[src/rtl/pattern_pkg.sv]
// Shared types and defaults for the serial pattern transmitter.
package pattern_pkg;

  localparam int PAT_MAX_LEN = 16;
  localparam int PAT_REP_W   = 8;

  typedef enum logic [1:0] {
    IDLE = 2'd0,
    SEND = 2'd1,
    DONE = 2'd2
  } pat_state_t;

endpackage

[src/rtl/pattern_tx.sv]
// Serial pattern transmitter: sends a captured pattern MSB-first, repeated
// back-to-back a requested number of times, with stall and abort control.
module pattern_tx
  import pattern_pkg::*;
#(
  parameter  int MAX_LEN = PAT_MAX_LEN,
  parameter  int REP_W   = PAT_REP_W,
  localparam int LEN_W   = $clog2(MAX_LEN + 1)
) (
  input  logic               clk,
  input  logic               reset,
  input  logic               start_valid,
  output logic               start_ready,
  input  logic [MAX_LEN-1:0] pat,
  input  logic [LEN_W-1:0]   len,
  input  logic [REP_W-1:0]   reps,
  input  logic               stall,
  input  logic               abort,
  output logic               a,
  output logic               a_valid,
  output logic               busy,
  output logic               done
);

  localparam logic [LEN_W-1:0] MAX_LEN_L = LEN_W'(MAX_LEN);

  pat_state_t         state;
  pat_state_t         state_nxt;
  logic [MAX_LEN-1:0] pat_q;
  logic [MAX_LEN-1:0] shreg;
  logic [LEN_W-1:0]   len_q;
  logic [LEN_W-1:0]   bit_idx;
  logic [REP_W-1:0]   reps_q;
  logic [REP_W-1:0]   rep_cnt;
  logic               handshake;
  logic               req_empty;
  logic               last_bit;
  logic               advance;

  // Left-justify the pattern so its bit len-1 sits at the shifter MSB.
  function automatic logic [MAX_LEN-1:0] align_msb(input logic [MAX_LEN-1:0] p,
                                                   input logic [LEN_W-1:0]   l);
    return p << (MAX_LEN_L - l);
  endfunction

  assign handshake = start_valid && (state == IDLE);
  assign req_empty = (len == '0) || (reps == '0) || (len > MAX_LEN_L);
  assign last_bit  = (bit_idx == '0) && ((rep_cnt + 1'b1) == reps_q);
  assign advance   = (state == SEND) && !abort && !stall;

  always_comb begin
    state_nxt = state;
    case (state)
      IDLE: begin
        if (handshake) begin
          state_nxt = req_empty ? DONE : SEND;
        end
      end
      SEND: begin
        if (abort) begin
          state_nxt = IDLE;
        end else if (!stall && last_bit) begin
          state_nxt = DONE;
        end
      end
      DONE: begin
        state_nxt = IDLE;
      end
      default: begin
        state_nxt = IDLE;
      end
    endcase
  end

  always_ff @(posedge clk) begin
    if (reset) begin
      state <= IDLE;
    end else begin
      state <= state_nxt;
    end
  end

  // The shifter is cleared on every exit from SEND so a reads 0 outside it.
  always_ff @(posedge clk) begin
    if (reset) begin
      pat_q   <= '0;
      len_q   <= '0;
      reps_q  <= '0;
      bit_idx <= '0;
      rep_cnt <= '0;
      shreg   <= '0;
    end else begin
      case (state)
        IDLE: begin
          if (handshake) begin
            pat_q   <= pat;
            len_q   <= len;
            reps_q  <= reps;
            rep_cnt <= '0;
            bit_idx <= req_empty ? '0 : len - 1'b1;
            shreg   <= req_empty ? '0 : align_msb(pat, len);
          end
        end
        SEND: begin
          if (abort || (advance && last_bit)) begin
            shreg <= '0;
          end else if (advance) begin
            if (bit_idx == '0) begin
              bit_idx <= len_q - 1'b1;
              rep_cnt <= rep_cnt + 1'b1;
              shreg   <= align_msb(pat_q, len_q);
            end else begin
              bit_idx <= bit_idx - 1'b1;
              shreg   <= shreg << 1;
            end
          end
        end
        default: begin
        end
      endcase
    end
  end

  assign a           = shreg[MAX_LEN-1];
  assign a_valid     = (state == SEND) && !stall;
  assign busy        = (state == SEND);
  assign done        = (state == DONE);
  assign start_ready = (state == IDLE);

endmodule
[config.mk]
export PLATFORM = sky130hd
export DESIGN_NAME = pattern_tx
export DESIGN_NICKNAME = d
export VERILOG_FILES = /design/src/rtl/pattern_pkg.sv /design/src/rtl/pattern_tx.sv
export SDC_FILE = /design/constraint.sdc
export NUM_CORES = 1
export LEC_CHECK = 0
export BUFFER_PORTS_ARGS = -buffer_cell sky130_fd_sc_hd__buf_2
export CAP_MARGIN = 30
export CORE_UTILIZATION = 50
export DETAILED_ROUTE_END_ITERATION = 7
export PLACE_DENSITY_LB_ADDON = 0.05
export SLEW_MARGIN = 40
export SYNTH_ARGS = -nofsm -noshare
export SYNTH_HDL_FRONTEND = slang
export SYNTH_SLANG_ARGS = --single-unit
export TNS_END_PERCENT = 100
[constraint.sdc]
create_clock -name clk -period 5 [get_ports clk]
set_input_delay 0.75 -clock clk [delete_from_list [all_inputs] [get_ports clk]]
set_output_delay 0.75 -clock clk [all_outputs]
set_load 0.01 [all_outputs]
==> Word level (Yosys, flattened, before mapping) <==
Cells that the tools add are included.
{ "op_classes": {"add_sub_neg": 6, "mul": 0, "n_div": 0, "order_cmp": 1, "eq_ne": 9, "shifts": 2, "mux": 22, "bitwise": 0, "n_reduce_logical": 22} }
{ "ops": {"columns": ["operator", "n"], "rows": [
  ["16-bit 2-to-1 mux", 5],
  ["8-bit 2-to-1 mux", 4],
  ["16-bit one-hot mux with 2 select lines", 1],
  ["16-bit by 5-bit left shift with 16-bit output", 2],
  ["5-bit 2-to-1 mux", 5],
  ["8-bit one-hot mux with 2 select lines", 1],
  ["5-bit by 1-bit subtractor with 5-bit output (second input constant)", 3],
  ["5-bit zero test", 2],
  ["5-bit one-hot mux with 2 select lines", 1],
  ["5-bit subtractor (first input constant)", 2],
  ["8-bit by 1-bit adder with 8-bit output (second input constant)", 1],
  ["8-bit equality test", 1],
  ["8-bit zero test", 1],
  ["2-bit 2-to-1 mux", 4],
  ["1-bit logical AND", 7],
  ["2-bit by 1-bit inequality test with 1-bit output (second input constant)", 3],
  ["5-bit greater-than comparator (second input constant)", 1],
  ["5-bit AND reduction", 1],
  ["2-bit one-hot mux with 2 select lines", 1],
  ["2-bit AND reduction", 2],
  ["4-bit AND reduction", 1],
  ["1-bit logical OR", 3],
  ["3-bit by 1-bit inequality test with 1-bit output (second input constant)", 1],
  ["3-bit by 2-bit inequality test with 1-bit output (second input constant)", 1],
  ["7 further kinds", 8]
]} }
{ "totals": {"reg_bits": 60, "latchBits": 0, "mem_bits_rw": 0, "romBits": 0, "out_inout_bits": 5, "memories": 0} }

==> Depth between registers and ports, before layout <==
{ "depth": {"word_depth": 7, "depth_mapped": 12, "ltp_nobuf": 9} }

==> Worst setup path before layout <==
Ideal clock, no wire load.
{ "synth_timing": {"kind": "input port to flip-flop", "from": "input port len[0]", "to": "register shreg[8]", "setup_time_ns": 0.136, "arrival_ns": 2.903, "required_time_ns": 4.864, "path_slack_ns": 1.961, "cell_stages": 11, "n_path_buf": 4, "path_cell_list": "buf_6 buf_2 inv_1 ha_1 clkbuf_1 buf_2 mux4_2 mux2i_1 o21ai_0 a22oi_1 o22ai_1"} }
{ "synth_between": {"elab_chain_cells": 6, "elab_cells_between_ends": 9} }
{ "synth_lines": {"columns": ["element", "line", "rtl"], "rows": [
  ["start, declared", "pattern_tx.sv:15", "input logic [LEN_W-1:0] len,"],
  ["parallel branches: the longest is 3 deep, another holds 5-bit subtractor", null, null],
  ["16-bit 2-to-1 mux (*)", "pattern_tx.sv:101", "shreg <= req_empty ? '0 : align_msb(pat, len);"],
  ["16-bit 2-to-1 mux (*)", "pattern_tx.sv:95", "if (handshake) begin"],
  ["16-bit one-hot mux with 2 select lines (*)", "pattern_tx.sv:93", "case (state)"],
  ["end signal, assigned", "pattern_tx.sv:101", null],
  ["end signal, assigned", "pattern_tx.sv:111", "shreg <= align_msb(pat_q, len_q);"],
  ["end signal, assigned", "pattern_tx.sv:114", "shreg <= shreg << 1;"],
  ["end, declared", "pattern_tx.sv:30", "logic [MAX_LEN-1:0] shreg;"]
]} }
Every way passes the cells marked *. The select of a mux whose other input is x is not followed.
A chain may end at the register's enable or synchronous reset.

==> Worst setup path after layout <==
{ "layout_timing": {"from": "register len_q[0]", "to": "register shreg[12]"} }
{ "layout_between": {"elab_chain_cells": 6} }
{ "layout_lines": {"columns": ["element", "line", "rtl"], "rows": [
  ["start, declared", "pattern_tx.sv:31", "logic [LEN_W-1:0] len_q;"],
  ["start signal, assigned", "pattern_tx.sv:97", "len_q <= len;"],
  ["5-bit subtractor", "pattern_tx.sv:43", "return p << (MAX_LEN_L - l);"],
  ["16-bit by 5-bit left shift with 16-bit output", "pattern_tx.sv:43", null],
  ["16-bit 2-to-1 mux", "pattern_tx.sv:108", "if (bit_idx == '0) begin"],
  ["16-bit 2-to-1 mux", "pattern_tx.sv:107", "end else if (advance) begin"],
  ["16-bit 2-to-1 mux", "pattern_tx.sv:105", "if (abort || (advance && last_bit)) begin"],
  ["16-bit one-hot mux with 2 select lines", "pattern_tx.sv:93", null]
]} }
Every way passes these cells. The select of a mux whose other input is x is not followed.

==> impl_metrics.tcl <==
set metrics [dict create \
    rsz0062_at_grt "no" \
    synth_common_cells "71 x nand2_1, 60 x dfxtp_1, 52 x a21oi_1" \
    syn_nets 575 \
    setup_violations 0 \
    design_area_um2 4950 \
    cap_viol_max_count 0 \
    fin_total_pwr_mw 1.56 \
    clock_latency_ns 0.34 \
    wl_per_cell_um 19.5 \
    die-area_um2 9320 \
    synth_top_area_share_pct 26.9 \
    cts_setup_buffers 0 \
    cts_tree "yes" \
    r2r_slack_ns 1.70 \
    start_util_pct 51.5 \
    power_switching_share_pct 32.0 \
    dr.pass1.iters 5 \
    antenna_found_initial 0 \
    hold_depth 2 \
    std_cell_rows 34 \
    synth_cell_types 66 \
    synth_edf_count 0 \
    ys_warn_count 0 \
    chipHeight_um 96.5 \
    tns_ns 0 \
    yosysSeqAreaShare_pct 26.9 \
    crit_path_end_kind "register" \
    drv_slew 0 \
    drc 0 \
    cp_max_fo 19 \
    status "finished, final reports clean" \
    final_util_pct 57.1 \
    vias_per_cell 6.50 \
    cts_root_buf "clkbuf_8" \
    async_flop_share_pct 0 \
    gr-total-overflow 0 \
    skew_ns 0.0106 \
    dp_hpwl_um 9430 \
    clockBufferDepth 2 \
    fillers 847 \
    grt_pass1_wl_um 20400 \
    core-area_um2 8680 \
    via_count 4311 \
    ff2ff_path_depth 9 \
    hold_viol 0 \
    cts_made_buffers 9 \
    yosysTopAreaCell "dfxtp_1" \
    fmax_mhz 303 \
    p_seq_share_pct 34.9 \
    hold_buffers 0 \
    r2r_end "shreg[12]" \
    intPower_mw 1.06 \
    grt_start_max_net_pins 52 \
    finalCritPeriodShare_pct 66.1 \
    pin_count 39 \
    track_usage_pct 29.4 \
    path_clk_slew_ns 0.08 \
    synth_area_leaders "dfxtp_1 27%, mux2i_1 9.4%, mux4_2 8.6%" \
    r2r-start "len_q[0]" \
    wirelength_um 12900 \
    fin_crit_ns 3.30 \
    clockPowerShare_pct 38.0 \
    portBuffers 38 \
    powerDensity_nw_per_um2 315 \
    synth_area_per_cell_um2 8.33 \
    final_antenna_net_count 0 \
    slew_headroom_pct 41.4 \
    synth.most_common_cell "nand2_1" \
    min_to "reps_q[4]" \
    hold_path.class "reg -> reg" \
    ys_ff_latch 60 \
    worstPathRequired_ns 5.22 \
    antenna_cells 0 \
    p_leak_nw 1.81 \
    stdcell_count 663 \
    holdCritStartpoint "reps_q[4]" \
    netlist_instances 536 \
    dpl_cell_area_um2 4680 \
    cts_resized 0 \
    htree_levels 3 \
    timing.hold.ws_ns 0.465 \
    drive_above_1_share_pct 18.2 \
    die-width_um 96.5 \
    syn2layout_area_growth_pct 10.9 \
    dp_cells 647 \
    drtIter0Drc 325 \
    gp_congestion 1.02 \
    clock-sinks 60 \
    nets 589 \
    synthFlopType "dfxtp_1" \
    post-place-ws_ns 1.56 \
    ir_drop_mv 0.166 \
    switching_power_mw 0.499 \
    setup_ws_ns 1.70 \
    combinationalPowerShare_pct 27.1 \
    cp.arrival_ns 3.52 \
    start_kind "register" \
    syn_area_um2 4470 \
    worst_slew_pin_slew_ns 0.871 \
    grt_pass1_vias 3705 \
    crit_type "reg -> reg" \
]
==> kinds of logic after synthesis <==
logic type	synth area share (%)
buffers and inverters	5.57
XOR/XNOR	3.33
AO/OA/AOI/OAI	26.2
adder cells (fa/ha/maj)	1.40
AND/OR/NAND/NOR	18.7
flip-flops	26.9
multiplexers	18.0
==> layer usage <==
metal	vias to the layer above	GRT usage (%)	wire length, µm
met1	2077	45.1	6080
met5	-	0	0
met2	173	41.9	5760
li1	2047	-	-
met4	0	8.70	168
met3	14	4.38	914
==> cells in the final DEF (no fill, tap or decap), drive strengths merged, types with 3 or more instances in the layout <==
master and count:
nand2 72, dfxtp 60, a21oi 52, mux2i 42, buf 42, o21ai 31
nor2 26, nand3 18, inv 17, mux4 17, a31oi 13, clkbuf 13
nor3 12, o211ai 11, xnor2 11, o2bb2ai 8, o31ai 7, a211oi 7
a311o 6, xor2 6, nor3b 5, o22ai 5, a22oi 5, ha 5
nor2b 4, nand4 4, and3 4, a211o 4, a311oi 4, and2 4
or3 4, a32o 3, bufinv 3, or4 3, nor4 3
==> power groups by stage <==
| stage | Combinational [mW] | Sequential, mW | Clock [mW] |
|---|---|---|---|
| 3_5_place_dp | 0.412 | 0.554 | 0 |
| 6_report | 0.423 | 0.544 | 0.593 |
| 3_3_place_gp | 0.407 | 0.553 | 0 |
| 2_1_floorplan | 0.313 | 0.542 | 0 |
| 4_1_cts | 0.415 | 0.543 | 0.600 |
| 5_1_grt | 0.461 | 0.549 | 0.621 |
==> area by class of cell <==
cell class | count | area [µm²] | share of cell area [%]
Multi-Input combinational cell | 419 | 3060 | 61.8
Sequential cell | 60 | 1200 | 24.2
Timing Repair Buffer | 42 | 220 | 4.44
Clock buffer | 13 | 179 | 3.61
Tap cell | 108 | 135 | 2.73
Clock inverter | 3 | 90.1 | 1.82
Inverter | 18 | 67.6 | 1.36
==> registers in the layout (all words and copies together), names as in the netlist <==
signal   count
shreg       16
bit_idx      5
state        2
reps_q       8
len_q        5
pat_q       16
rep_cnt      8
==> how the worst max path moves through the flow <==
stage | from | to | slack (ns) | cells past startpoint
after global placement | len[0] | shreg[14] | 1.61 | 9
after global routing | len_q[0] | shreg[12] | 1.45 | 9
after CTS | len_q[0] | shreg[12] | 1.71 | 9
final | len_q[0] | shreg[12] | 1.70 | 9
after detailed placement | len[0] | shreg[14] | 1.56 | 9
after floorplan | len[0] | shreg[8] | 1.96 | 11
==> worst max-delay path, cell delays in order (launching register included) <==
cell	delay, ns
dfxtp_1	0.31
buf_4	0.28
clkinv_1	0.31
ha_1	0.84
mux2i_1	0.32
mux2i_1	0.20
mux4_2	0.50
a31oi_1	0.16
nand3b_1	0.14
a31oi_1	0.10
Note: power is estimated with default switching activity, not from simulation.
